### src/rtl/ltl_monitor_pkg.sv
// Shared constants and event record type for the LTL monitor report path.
// Default widths match a standard 4-report cluster automaton.
package ltl_monitor_pkg;

  localparam int unsigned LTL_NUM_REPORTS = 4;
  localparam int unsigned LTL_TS_WIDTH    = 32;

  typedef struct packed {
    logic [LTL_TS_WIDTH-1:0]    ts;
    logic [LTL_NUM_REPORTS-1:0] reports;
  } report_event_t;

  // Pointer width for a FIFO of the given depth; a depth of 1 still needs one bit.
  function automatic int unsigned ptr_width(int unsigned depth);
    return (depth > 1) ? $clog2(depth) : 1;
  endfunction

endpackage

### src/rtl/ltl_report_collector_if.sv
// Valid/ready channel carrying timestamped report events to the aggregation logic.
interface ltl_report_collector_if
  import ltl_monitor_pkg::*;
#(
  parameter int unsigned NUM_REPORTS = LTL_NUM_REPORTS,
  parameter int unsigned TS_WIDTH    = LTL_TS_WIDTH
);

  logic                   out_valid;
  logic                   out_ready;
  logic [TS_WIDTH-1:0]    out_ts;
  logic [NUM_REPORTS-1:0] out_reports;

  modport master (
    output out_valid,
    output out_ts,
    output out_reports,
    input  out_ready
  );

  modport slave (
    input  out_valid,
    input  out_ts,
    input  out_reports,
    output out_ready
  );

endinterface

### src/rtl/ltl_report_fifo.sv
// Generic synchronous FIFO with separate occupancy counter, async reset and sync clear.
// A push while full is accepted only when a pop happens in the same cycle.
module ltl_report_fifo
  import ltl_monitor_pkg::*;
#(
  parameter int unsigned WIDTH = 36,
  parameter int unsigned DEPTH = 8,
  localparam int unsigned PTR_W = ptr_width(DEPTH),
  localparam int unsigned CNT_W = $clog2(DEPTH) + 1
) (
  input  logic             clk,
  input  logic             reset_n,
  input  logic             clear,
  input  logic             push,
  input  logic [WIDTH-1:0] wdata,
  input  logic             pop,
  output logic [WIDTH-1:0] rdata,
  output logic             full,
  output logic             empty,
  output logic [CNT_W-1:0] count
);

  logic [WIDTH-1:0] mem_q [DEPTH];
  logic [PTR_W-1:0] wptr_q, wptr_d;
  logic [PTR_W-1:0] rptr_q, rptr_d;
  logic [CNT_W-1:0] count_q, count_d;
  logic             do_push, do_pop;

  assign empty   = (count_q == '0);
  assign full    = (count_q == CNT_W'(DEPTH));
  assign do_pop  = pop & ~empty & ~clear;
  assign do_push = push & (~full | do_pop) & ~clear;

  always_comb begin
    wptr_d  = wptr_q;
    rptr_d  = rptr_q;
    count_d = count_q;
    if (clear) begin
      wptr_d  = '0;
      rptr_d  = '0;
      count_d = '0;
    end else begin
      if (do_push) wptr_d = wptr_q + PTR_W'(1);
      if (do_pop)  rptr_d = rptr_q + PTR_W'(1);
      unique case ({do_push, do_pop})
        2'b10:   count_d = count_q + CNT_W'(1);
        2'b01:   count_d = count_q - CNT_W'(1);
        default: count_d = count_q;
      endcase
    end
  end

  always_ff @(posedge clk or negedge reset_n) begin
    if (!reset_n) begin
      wptr_q  <= '0;
      rptr_q  <= '0;
      count_q <= '0;
    end else begin
      wptr_q  <= wptr_d;
      rptr_q  <= rptr_d;
      count_q <= count_d;
    end
  end

  // Storage needs no reset: nothing is read out until the count says it was written.
  always_ff @(posedge clk) begin
    if (do_push) mem_q[wptr_q] <= wdata;
  end

  assign rdata = mem_q[rptr_q];
  assign count = count_q;

endmodule

### src/rtl/ltl_report_collector.sv
// Timestamps cycles with active automaton reports and queues them for the aggregator,
// tracking dropped events when the queue is full.
module ltl_report_collector
  import ltl_monitor_pkg::*;
#(
  parameter int unsigned NUM_REPORTS = LTL_NUM_REPORTS,
  parameter int unsigned TS_WIDTH    = LTL_TS_WIDTH,
  parameter int unsigned FIFO_DEPTH  = 8,
  parameter int unsigned DROP_WIDTH  = 16,
  localparam int unsigned CNT_W = $clog2(FIFO_DEPTH) + 1
) (
  input  logic                   clk,
  input  logic                   reset_n,
  input  logic                   run,
  input  logic                   clear,
  input  logic [NUM_REPORTS-1:0] report_i,
  ltl_report_collector_if.master out,
  output logic [CNT_W-1:0]       fifo_count,
  output logic                   overflow,
  output logic [DROP_WIDTH-1:0]  drop_count,
  output logic [TS_WIDTH-1:0]    symbol_count
);

  typedef struct packed {
    logic [TS_WIDTH-1:0]    ts;
    logic [NUM_REPORTS-1:0] reports;
  } event_t;

  localparam int unsigned EVENT_W = $bits(event_t);

  logic [TS_WIDTH-1:0]   symbol_q, symbol_d;
  logic [DROP_WIDTH-1:0] drop_q, drop_d;
  logic                  overflow_q, overflow_d;

  logic   event_hit, pop, drop, full, empty;
  event_t wr_event, head;

  assign event_hit = run & (|report_i);
  assign pop       = ~empty & out.out_ready;
  assign drop      = event_hit & full & ~pop & ~clear;

  // The event carries the index of the symbol that produced it, i.e. the pre-increment count.
  assign wr_event.ts      = symbol_q;
  assign wr_event.reports = report_i;

  ltl_report_fifo #(
    .WIDTH (EVENT_W),
    .DEPTH (FIFO_DEPTH)
  ) u_fifo (
    .clk     (clk),
    .reset_n (reset_n),
    .clear   (clear),
    .push    (event_hit),
    .wdata   (wr_event),
    .pop     (pop),
    .rdata   (head),
    .full    (full),
    .empty   (empty),
    .count   (fifo_count)
  );

  always_comb begin
    symbol_d   = symbol_q;
    drop_d     = drop_q;
    overflow_d = overflow_q;
    if (clear) begin
      symbol_d   = '0;
      drop_d     = '0;
      overflow_d = 1'b0;
    end else begin
      if (run) symbol_d = symbol_q + TS_WIDTH'(1);
      if (drop) begin
        overflow_d = 1'b1;
        if (drop_q != '1) drop_d = drop_q + DROP_WIDTH'(1);
      end
    end
  end

  always_ff @(posedge clk or negedge reset_n) begin
    if (!reset_n) begin
      symbol_q   <= '0;
      drop_q     <= '0;
      overflow_q <= 1'b0;
    end else begin
      symbol_q   <= symbol_d;
      drop_q     <= drop_d;
      overflow_q <= overflow_d;
    end
  end

  // Head fields are masked while empty so stale storage never leaks onto the bus.
  assign out.out_valid   = ~empty;
  assign out.out_ts      = empty ? '0 : head.ts;
  assign out.out_reports = empty ? '0 : head.reports;

  assign overflow     = overflow_q;
  assign drop_count   = drop_q;
  assign symbol_count = symbol_q;

endmodule

### src/flat_wrapper.sv
// flat-port wrapper written by rule: the top's interface ports become plain ports
module ltl_report_collector_flat import ltl_monitor_pkg::*;
#(
  parameter int unsigned NUM_REPORTS = LTL_NUM_REPORTS,
  parameter int unsigned TS_WIDTH    = LTL_TS_WIDTH,
  parameter int unsigned FIFO_DEPTH  = 8,
  parameter int unsigned DROP_WIDTH  = 16,
  localparam int unsigned CNT_W = $clog2(FIFO_DEPTH) + 1
)
  (clk, reset_n, run, clear, report_i, fifo_count, overflow, drop_count, symbol_count, out_out_valid, out_out_ts, out_out_reports, out_out_ready);
  ltl_report_collector_if #(.NUM_REPORTS(NUM_REPORTS), .TS_WIDTH(TS_WIDTH)) out_i ();
  input  logic clk;
  input  logic reset_n;
  input  logic run;
  input  logic clear;
  input  logic [NUM_REPORTS-1:0] report_i;
  output logic [CNT_W-1:0] fifo_count;
  output logic overflow;
  output logic [DROP_WIDTH-1:0] drop_count;
  output logic [TS_WIDTH-1:0] symbol_count;
  output wire logic [$bits(out_i.out_valid)-1:0] out_out_valid;
  output wire logic [$bits(out_i.out_ts)-1:0] out_out_ts;
  output wire logic [$bits(out_i.out_reports)-1:0] out_out_reports;
  input wire logic [$bits(out_i.out_ready)-1:0] out_out_ready;
  assign out_out_valid = out_i.out_valid;
  assign out_out_ts = out_i.out_ts;
  assign out_out_reports = out_i.out_reports;
  assign out_i.out_ready = out_out_ready;
  ltl_report_collector #(.NUM_REPORTS(NUM_REPORTS), .TS_WIDTH(TS_WIDTH), .FIFO_DEPTH(FIFO_DEPTH), .DROP_WIDTH(DROP_WIDTH)) u_core (.clk(clk), .reset_n(reset_n), .run(run), .clear(clear), .report_i(report_i), .out(out_i), .fifo_count(fifo_count), .overflow(overflow), .drop_count(drop_count), .symbol_count(symbol_count));
endmodule
### config.mk
export PLATFORM = sky130hd
export DESIGN_NAME = ltl_report_collector_flat
export DESIGN_NICKNAME = d
export VERILOG_FILES = /design/src/rtl/ltl_monitor_pkg.sv /design/src/rtl/ltl_report_collector_if.sv /design/src/rtl/ltl_report_fifo.sv /design/src/rtl/ltl_report_collector.sv /design/src/flat_wrapper.sv
export SDC_FILE = /design/constraint.sdc
export NUM_CORES = 1
export LEC_CHECK = 0
export CORE_MARGIN = 4
export CORE_UTILIZATION = 33
export DETAILED_ROUTE_END_ITERATION = 12
export SYNTH_ARGS = -nofsm -noshare
export SYNTH_HDL_FRONTEND = slang
export SYNTH_HIERARCHICAL = 1
export SYNTH_SLANG_ARGS = --single-unit
### constraint.sdc
create_clock -name clk -period 7.35 [get_ports clk]
set_input_delay 0.735 -clock clk [delete_from_list [all_inputs] [get_ports clk]]
set_output_delay 0.735 -clock clk [all_outputs]
set_load 0.01 [all_outputs]
Word-level counts from Yosys, hierarchy flattened

Memories as Yosys holds them, arrays and structs flattened.
Index checks and enable logic that the tools add are counted.

Register bits: 59
Memory bits (writable): 288
Output and inout bits: 90
Memories: 1

Memories:

| memory              | depth | bits a word | rd ports | clocked after Yosys merged registers in | wr ports | RTL line              | RTL |
|---|---|---|---|---|---|---|---|
| u_core.u_fifo.mem_q | 8     | 36          | 1        | 0                                       | 1        | ltl_report_fifo.sv:23 | `logic [WIDTH-1:0] mem_q [DEPTH];` |

Add/subtract/negate cells: 6
Equality and inequality tests: 4
Mux-type cells: 17
Bitwise operators: 14
Reductions and logical operators: 9

Operator list:

| cell                    | number |
|---|---|
| $mux W32                | 3 |
| $mux W16                | 3 |
| $add A32 B1 Y32 const B | 1 |
| $add A16 B1 Y16 const B | 1 |
| $ne A16 B16 Y1 const B  | 1 |
| $mux W3                 | 4 |
| $reduce_bool A2 Y1      | 5 |
| $and A1 B1 Y1           | 9 |
| $mux W4                 | 2 |
| $pmux W4 S2             | 1 |
| $add A3 B1 Y3 const B   | 2 |
| $add A4 B1 Y4 const B   | 1 |
| $eq A4 B4 Y1 const B    | 1 |
| $logic_not A4 Y1        | 1 |
| $mux W1                 | 4 |
| $not A1 Y1              | 4 |
| $reduce_or A4 Y1        | 1 |
| $sub A4 B1 Y4 const B   | 1 |
| $reduce_bool A3 Y1      | 1 |
| $eq A2 B1 Y1 const B    | 1 |
| $eq A2 B2 Y1 const B    | 1 |
| $reduce_and A2 Y1       | 1 |
| $or A1 B1 Y1            | 1 |

Depth between registers and ports, before layout

Gate-level depths: netlist of run 1.

Depth after elaboration: 11
Mapped depth: 11
Gate-level depth less buffers: 10

Cells and area by module

Netlist of run 1, hierarchy kept.

By module, submodules not included:

| module               | instances | cells each | area an instance (um^2) | seq. area each (um^2) |
|---|---|---|---|---|
| ltl_report_fifo      | 1         | 495        | 11745.0                 | 8898.5 |
| ltl_report_collector | 1         | 332        | 3017.9                  | 1226.2 |

Least setup slack after synthesis of run 1

Ideal clock, no wire load.

Path kind: register to register
From: reg u_core.u_fifo.count_q[0] (netlist: u_core/u_fifo/count[0])
To: mem u_core.u_fifo.mem_q[0][0], enable pin
Setup time: 519 ps
Arrival: 5187 ps
Required time: 6831 ps
Path slack: 1643 ps
Cell stages (with the launch flop): 9
Path buffers: 1
Period minus slack after synthesis: 5707 ps
Path through: dfrtp_1 or3_1 buf_4 nor2_1 nor2b_1 nand2b_1 nor2_1 or3_1 nor4_1

Cells in the longest elaborated chain, start to end: 10

Ends and longest elaborated chain:

| item                          | RTL line                   | RTL |
|---|---|---|
| from (decl)                   | ltl_report_fifo.sv:26      | `logic [CNT_W-1:0] count_q, count_d;` |
| from (signal assigned)        | ltl_report_fifo.sv:61      | `count_q <= count_d;` |
| $logic_not A4 Y1              | ltl_report_fifo.sv:29      | `assign empty = (count_q == '0);` |
| net u_core.empty              | ltl_report_collector.sv:35 | `logic event_hit, pop, drop, full, empty;` |
| $not A1 Y1                    | ltl_report_collector.sv:39 | `assign pop = ~empty & out.out_ready;` |
| $and A1 B1 Y1                 | ltl_report_collector.sv:39 |  |
| net u_core.pop                | ltl_report_collector.sv:35 |  |
| $and A1 B1 Y1 (2 in a row)    | ltl_report_fifo.sv:31      | `assign do_pop = pop & ~empty & ~clear;` |
| $or A1 B1 Y1                  | ltl_report_fifo.sv:32      | `assign do_push = push & (~full \| do_pop) & ~clear;` |
| $and A1 B1 Y1 (2 in a row)    | ltl_report_fifo.sv:32      |  |
| $mux W1                       | ltl_report_fifo.sv:67      | `if (do_push) mem_q[wptr_q] <= wdata;` |
| $mux W1 (not written as such) | ltl_report_fifo.sv:67      |  |
| to (decl)                     | ltl_report_fifo.sv:23      |  |

The timed path passes the listed nets, and every way through them passes these cells.

==> impl_metrics.json, run 1 <==
{
  "drive_above_1_share_pct": 15.6,
  "cp_cell_sequence": "buf_4, mux4_1, mux2_2, nor2b_1, clkdlybuf4s50_1",
  "final_util_pct": 39.6,
  "die_y_um": 220,
  "hpwl_um": 18000,
  "dieWidth_um": 220,
  "cp-start-kind": "flop",
  "critPathKind": "reg -> out",
  "dr.first_iter.drc_count": 520,
  "grt_pass1_wl_um": 48600,
  "reg2reg_from": "u_core/u_fifo/count[0]",
  "cts_sinks": 347,
  "skew_ps": 8.72,
  "cp-end-kind": "output pin",
  "syn_inst": 827,
  "ys_seq_elements": 347,
  "async_flop_share_pct": 17.0,
  "ff2ff_setup_slack_ps": 3480,
  "path_buf_inv": 2,
  "nNetsFinal": 949,
  "setup_viol": 0,
  "viasPerCell": 5.09,
  "vias": 7912,
  "ant_nets": 0,
  "leakagePower_nw": 5.82,
  "synthesis.area_um2": 14800,
  "wire_per_inst_um": 20.4,
  "num_rows": 77,
  "cts_tree": "yes",
  "dieArea_um2": 48200,
  "core_um2": 44200,
  "syn-num-nets": 843,
  "status": "complete, no violations",
  "overflow": 0,
  "n_fill_cell": 4011,
  "io_pins": 99,
  "postCtsHoldBufs": 0,
  "synth.avg_cell_area_um2": 17.9,
  "cts_setup_buffers": 0,
  "r2r-end": "u_core/u_fifo/mem_q[1][3]",
  "clockBufferDepth": 3,
  "antenna_cells": 0,
  "powerDensity_nw_per_um2": 287,
  "drtPass1Iterations": 5,
  "max_freq_mhz": 226,
  "reg2reg_depth": 8,
  "antenna_found_initial": 0,
  "synth_top_area_share_pct": 58.6,
  "slew_headroom_pct": 27.8,
  "grt_max_degree": 74,
  "initial_core_util_pct": 33.4,
  "slowest_delay_ps": 840,
  "rsz0062_at_grt": "no",
  "grt_pass1_vias": 8129,
  "cpLargestDelayFamily": "buffers and inverters",
  "period_share_pct": 60.2,
  "synth.area.top_cells": "edfxtp_1 (59%), mux4_1 (10%), dfrtp_1 (10%)",
  "clock_latency_ps": 510,
  "synth.largest_area_cell": "edfxtp_1",
  "cp.required_ps": 6610,
  "globalplace.congestion": 0.729,
  "drt_wl_total_um": 31700,
  "setup_tns_ps": 0,
  "crit_slowest_cell": "dfrtp_4",
  "h-tree-depth": 2,
  "hold_violations": 0,
  "cts.reportedPaths.clkPinSlew_ps": 60,
  "grt_usage_pct": 13.0,
  "synthFlopType": "edfxtp_1",
  "remaining_drc_errors": 0,
  "synth_cell_types": 55,
  "slew_viol_final": 0,
  "cts-root-buf": "clkbuf_16",
  "ir_drop_v": 0.000198,
  "ys_warn_count": 6,
  "cap_violations": 0,
  "fin_crit_ps": 4420,
  "yosysSeqAreaShare_pct": 68.6,
  "min_path_type": "in -> async",
  "ctsResizeCount": 0,
  "io_buffers": 98,
  "arrival_ps": 3690,
  "area_growth_pct": 18.6,
  "worst_pin_slew_ps": 1080,
  "path_max_fanout": 40,
  "p_total_mw": 5.03,
  "cts_buffers": 37,
  "synth_edf_count": 288
}
registers in the layout, indices dropped and copies added (netlist names):
name / count
u_core/u_fifo/count: 4
u_core/drop_count: 16
u_core/overflow: 1
u_core/u_fifo/mem_q: 288
u_core/symbol_count: 32
u_core/u_fifo/wptr_q: 3
u_core/u_fifo/rptr_q: 3
synth_stat cells (2+ instances only):
master      n
edfxtp_1  288
dfrtp_1    59
mux4_1     57
nor2b_1    44
mux2_2     43
nor2_1     37
a21oi_1    28
or4_1      24
nand2_1    19
o31ai_1    19
clkbuf_1   17
mux4_2     15
buf_6      14
nand3_1    14
nand4_1    13
xor2_1     12
inv_1      11
nor3_1     11
nor4_1     10
xnor2_1     8
and4_1      7
buf_1       7
o21ai_0     7
ha_1        6
buf_2       5
or3_1       5
and3_1      4
o211ai_1    4
o41ai_1     4
mux2i_1     3
a211oi_1    2
and2_1      2
buf_4       2
clkbuf_2    2
o21ai_2     2
o311ai_0    2
or2_2       2
routing by layer:
metal	share of wire [%]	global-route usage [%]	up-vias	routed length, µm
li1	-	-	3591	-
met2	47	20.7	173	14800
met3	5.4	2.76	39	1720
met1	46	18.5	4109	14700
met4	1.5	2.68	0	479
met5	0	0	-	0
metrics by stage:
stage | worst slack [ps] | cell area [µm²] | hold slack [ps] | cells
2_1_floorplan | 1640 | 14800 | 439 | 827
3_3_place_gp | 3170 | 16400 | 508 | 1486
3_5_place_dp | 3040 | 16400 | 513 | 1486
4_1_cts | 2810 | 17500 | 422 | 1554
5_1_grt | 2720 | 17500 | 461 | 1554
6_report | 2930 | 17500 | 377 | 1554
cell type report:
cell class | instances | area, µm² | area share [%]
inverter | 11 | 41.3 | 0.236
timing repair buffer | 115 | 1100 | 6.28
sequential | 347 | 10100 | 57.9
clock buffer | 56 | 1050 | 6.00
tap | 592 | 741 | 4.23
multi-input combinational | 421 | 4350 | 24.8
clock inverter | 12 | 95.1 | 0.543
cells in the final DEF, fill, tap and decap left out, types with 5 or more instances in the layout:
cell type	count
clkinv_2	7
nand3_1	14
clkbuf_1	16
inv_1	11
nand4_1	13
xor2_1	12
nor2b_1	44
or4_1	24
buf_4	17
xnor2_1	8
nor3_1	7
and4_1	7
or3_1	5
dfrtp_1	56
mux4_1	57
nor4_1	9
clkbuf_16	39
nor2_1	34
o31ai_1	19
a21oi_1	28
mux2_2	43
edfxtp_1	288
ha_1	6
mux4_2	15
nand2_1	19
o21ai_0	7
clkdlybuf4s50_1	96
worst max path at each step:
stage | start | endpoint | cells past startpoint
final | u_core/u_fifo/rptr_q[0] | out_out_ts[19] | 5
after floorplan | u_core/u_fifo/count[0] | u_core/u_fifo/mem_q[0][0] | 8
after detailed placement | report_i[3] | u_core/u_fifo/mem_q[1][11] | 6
after global placement | report_i[3] | u_core/u_fifo/mem_q[1][8] | 6
after global routing | u_core/u_fifo/rptr_q[0] | out_out_ts[26] | 5
after CTS | u_core/u_fifo/rptr_q[0] | out_out_ts[19] | 5
worst reg2reg max path: stages (launching register included):
cell and delay, ps:
dfrtp_1 490, or3_1 400, nor2_4 50, nor2b_1 410
nand2b_1 230, nor2_1 70, or3b_1 500, nor4_4 790
buf_4 550
cells by family (layout without fill, tap and decap cells):
family / after synthesis / after routing / synth area share, %
adders and majority gates: 7 / 7 / 0.644
DFF: 347 / 347 / 68.6
buffers and inverters: 59 / 194 / 2.36
xor gates and xnor gates: 20 / 20 / 1.19
and+or+nand+nor: 202 / 202 / 8.01
muxes: 118 / 118 / 15.9
AOI/OAI and AO/OA: 74 / 74 / 3.30
power by group:
group	switching [mW]	internal, mW
clock network	0.725	1.03
registers	0.0812	2.16
logic	0.482	0.545
total	1.29	3.74
Note: power is estimated with default switching activity, not from simulation.
==> inputs of run 2 (changes only) <==
Clock period 7.35 ns to 3.6 ns, I/O delays scaled along.
==> impl_metrics.json, run 2 (synthesis results as in run 1) <==
{
  "antenna_found_initial": 0,
  "leakagePower_nw": 5.97,
  "io_pins": 99,
  "cpLargestDelayFamily": "simple AND/OR/NAND/NOR gates",
  "area_growth_pct": 21.5,
  "path_max_fanout": 8,
  "cts_buffers": 38,
  "vias": 8025,
  "remaining_drc_errors": 0,
  "skew_ps": 24.9,
  "grt_pass1_vias": 8128,
  "ir_drop_v": 0.000414,
  "clock_power_share_pct": 37.3,
  "dr.first_iter.drc_count": 466,
  "switchingPower_mw": 2.68,
  "worst_pin_slew_ps": 822,
  "cts-root-buf": "clkbuf_16",
  "cp.required_ps": 4040,
  "finalWorstSetupSlack_ps": 374,
  "cp_cell_sequence": "or3_1, nor2_4, nor2b_1, o21ai_2, nor3_1, ha_1, a211oi_1, o211ai_1, a21o_1, a21oi_1",
  "power_frac_seq_pct": 41.8,
  "setup_viol": 0,
  "min_path_type": "in -> reg",
  "rsz0062_at_grt": "no",
  "fin_crit_ps": 3230,
  "ant_nets": 0,
  "hpwl_um": 18200,
  "nNetsFinal": 960,
  "slew_headroom_pct": 45.2,
  "dpl_worst_slack_ps": 277,
  "slowest_delay_ps": 490,
  "clock_latency_ps": 520,
  "h-tree-depth": 2,
  "overflow": 0,
  "path_buf_inv": 0,
  "sw_frac_of_total_pct": 24.9,
  "grt_max_degree": 43,
  "drt_wl_total_um": 31700,
  "period_share_pct": 89.6,
  "powerDensity_nw_per_um2": 600,
  "p_comb_share_pct": 20.9,
  "io_buffers": 98,
  "max_freq_mhz": 310,
  "num_rows": 77,
  "drtPass1Iterations": 5,
  "die_y_um": 220,
  "slew_viol_final": 0,
  "largest_reg_flops": 288,
  "final_area_um2": 17900,
  "p_int_mw": 8.09,
  "hold_slack_ps": 206,
  "viasPerCell": 5.12,
  "place_area_um2": 16600,
  "initial_core_util_pct": 33.4,
  "wire_per_inst_um": 20.3,
  "place_inst": 1495,
  "arrival_ps": 3660,
  "p_total_mw": 10.8,
  "cts.reportedPaths.clkPinSlew_ps": 60,
  "cts_tree": "yes",
  "mostFrequentLayoutCells": "edfxtp_1 (288), clkdlybuf4s50_1 (96), mux4_1 (57)",
  "status": "complete, no violations",
  "clockBufferDepth": 3,
  "cts_setup_buffers": 0,
  "hold_violations": 0,
  "grt_usage_pct": 13.1,
  "drive_above_1_share_pct": 16.5,
  "critPathKind": "reg -> reg",
  "final_cells": 1566,
  "cap_violations": 0,
  "crit_slowest_cell": "dfrtp_1",
  "dieArea_um2": 48200,
  "final_common_cell": "edfxtp_1",
  "dieWidth_um": 220,
  "globalplace.congestion": 0.738,
  "grt_pass1_wl_um": 49100,
  "core_um2": 44200,
  "cts_sinks": 347,
  "largest_register": "u_core/u_fifo/mem_q",
  "cp-end-kind": "flop",
  "cp-start-kind": "flop"
}
run 2: changes by cell type in the layout (fill, tap and decap cells not counted), sizes merged:
cell / change
clkbuf: -4
clkinv: -2
diode: +1
clkinvlp: +1
inv: +1
bufinv: +5
buf: +9
dlygate4sd3: +1
run 2: timing repair:
| action | CTS | global route |
|---|---|---|
| gates resized for setup | 0 | 0 |
| hold endpoints to repair | 9 | 0 |
| hold buffers | 1 | 0 |
run 2: worst paths after layout:
check	startpoint	end	slack [ps]	cells after the start
worst min register to register	u_core/overflow	u_core/overflow	520	2
worst min-delay path	clear	u_core/u_fifo/count[0]	210	2
min in group asynchronous	reset_n	u_core/drop_count[13]	250	2
worst max-delay path	u_core/u_fifo/count[0]	u_core/u_fifo/count[3]	370	10
worst max register to register	u_core/u_fifo/count[0]	u_core/u_fifo/count[3]	370	10
max in group asynchronous	reset_n	u_core/u_fifo/rptr_q[0]	2630	3
run 2: area by class of cell:
cell class                      count  area, µm²
Antenna cell                        1       2.50
Clock buffer                       52       1060
Clock inverter                     17        236
Fill cell                        3945      26300
Inverter                           11       41.3
Multi-Input combinational cell    421       4380
Sequential cell                   347      10100
Tap cell                          592        741
Timing Repair Buffer              125       1340
run 2: power by group through the flow:
stage	logic [mW]	clock network, mW	registers [mW]
after detailed placement	2.30	0	4.59
after global placement	2.30	0	4.58
after floorplan	1.34	0	4.56
after CTS	2.31	4.12	4.51
final	2.25	4.02	4.51
after global routing	2.44	4.30	4.52
run 2: stage by stage:
stage          util, %  setup TNS (ps)
3_3_place_gp      37.6               0
3_5_place_dp      37.6               0
4_1_cts           40.6               0
5_1_grt           40.6               0
2_1_floorplan        -          -13270
6_report          40.6               0
run 2: metal layers:
| metal | part of all wire, % | global-route usage [%] | vias up |
|---|---|---|---|
| li1 | - | - | 3632 |
| met1 | 46 | 18.5 | 4186 |
| met2 | 47 | 20.8 | 172 |
| met3 | 5.3 | 3.01 | 35 |
| met4 | 1.5 | 2.86 | 0 |
| met5 | 0 | 0 | - |
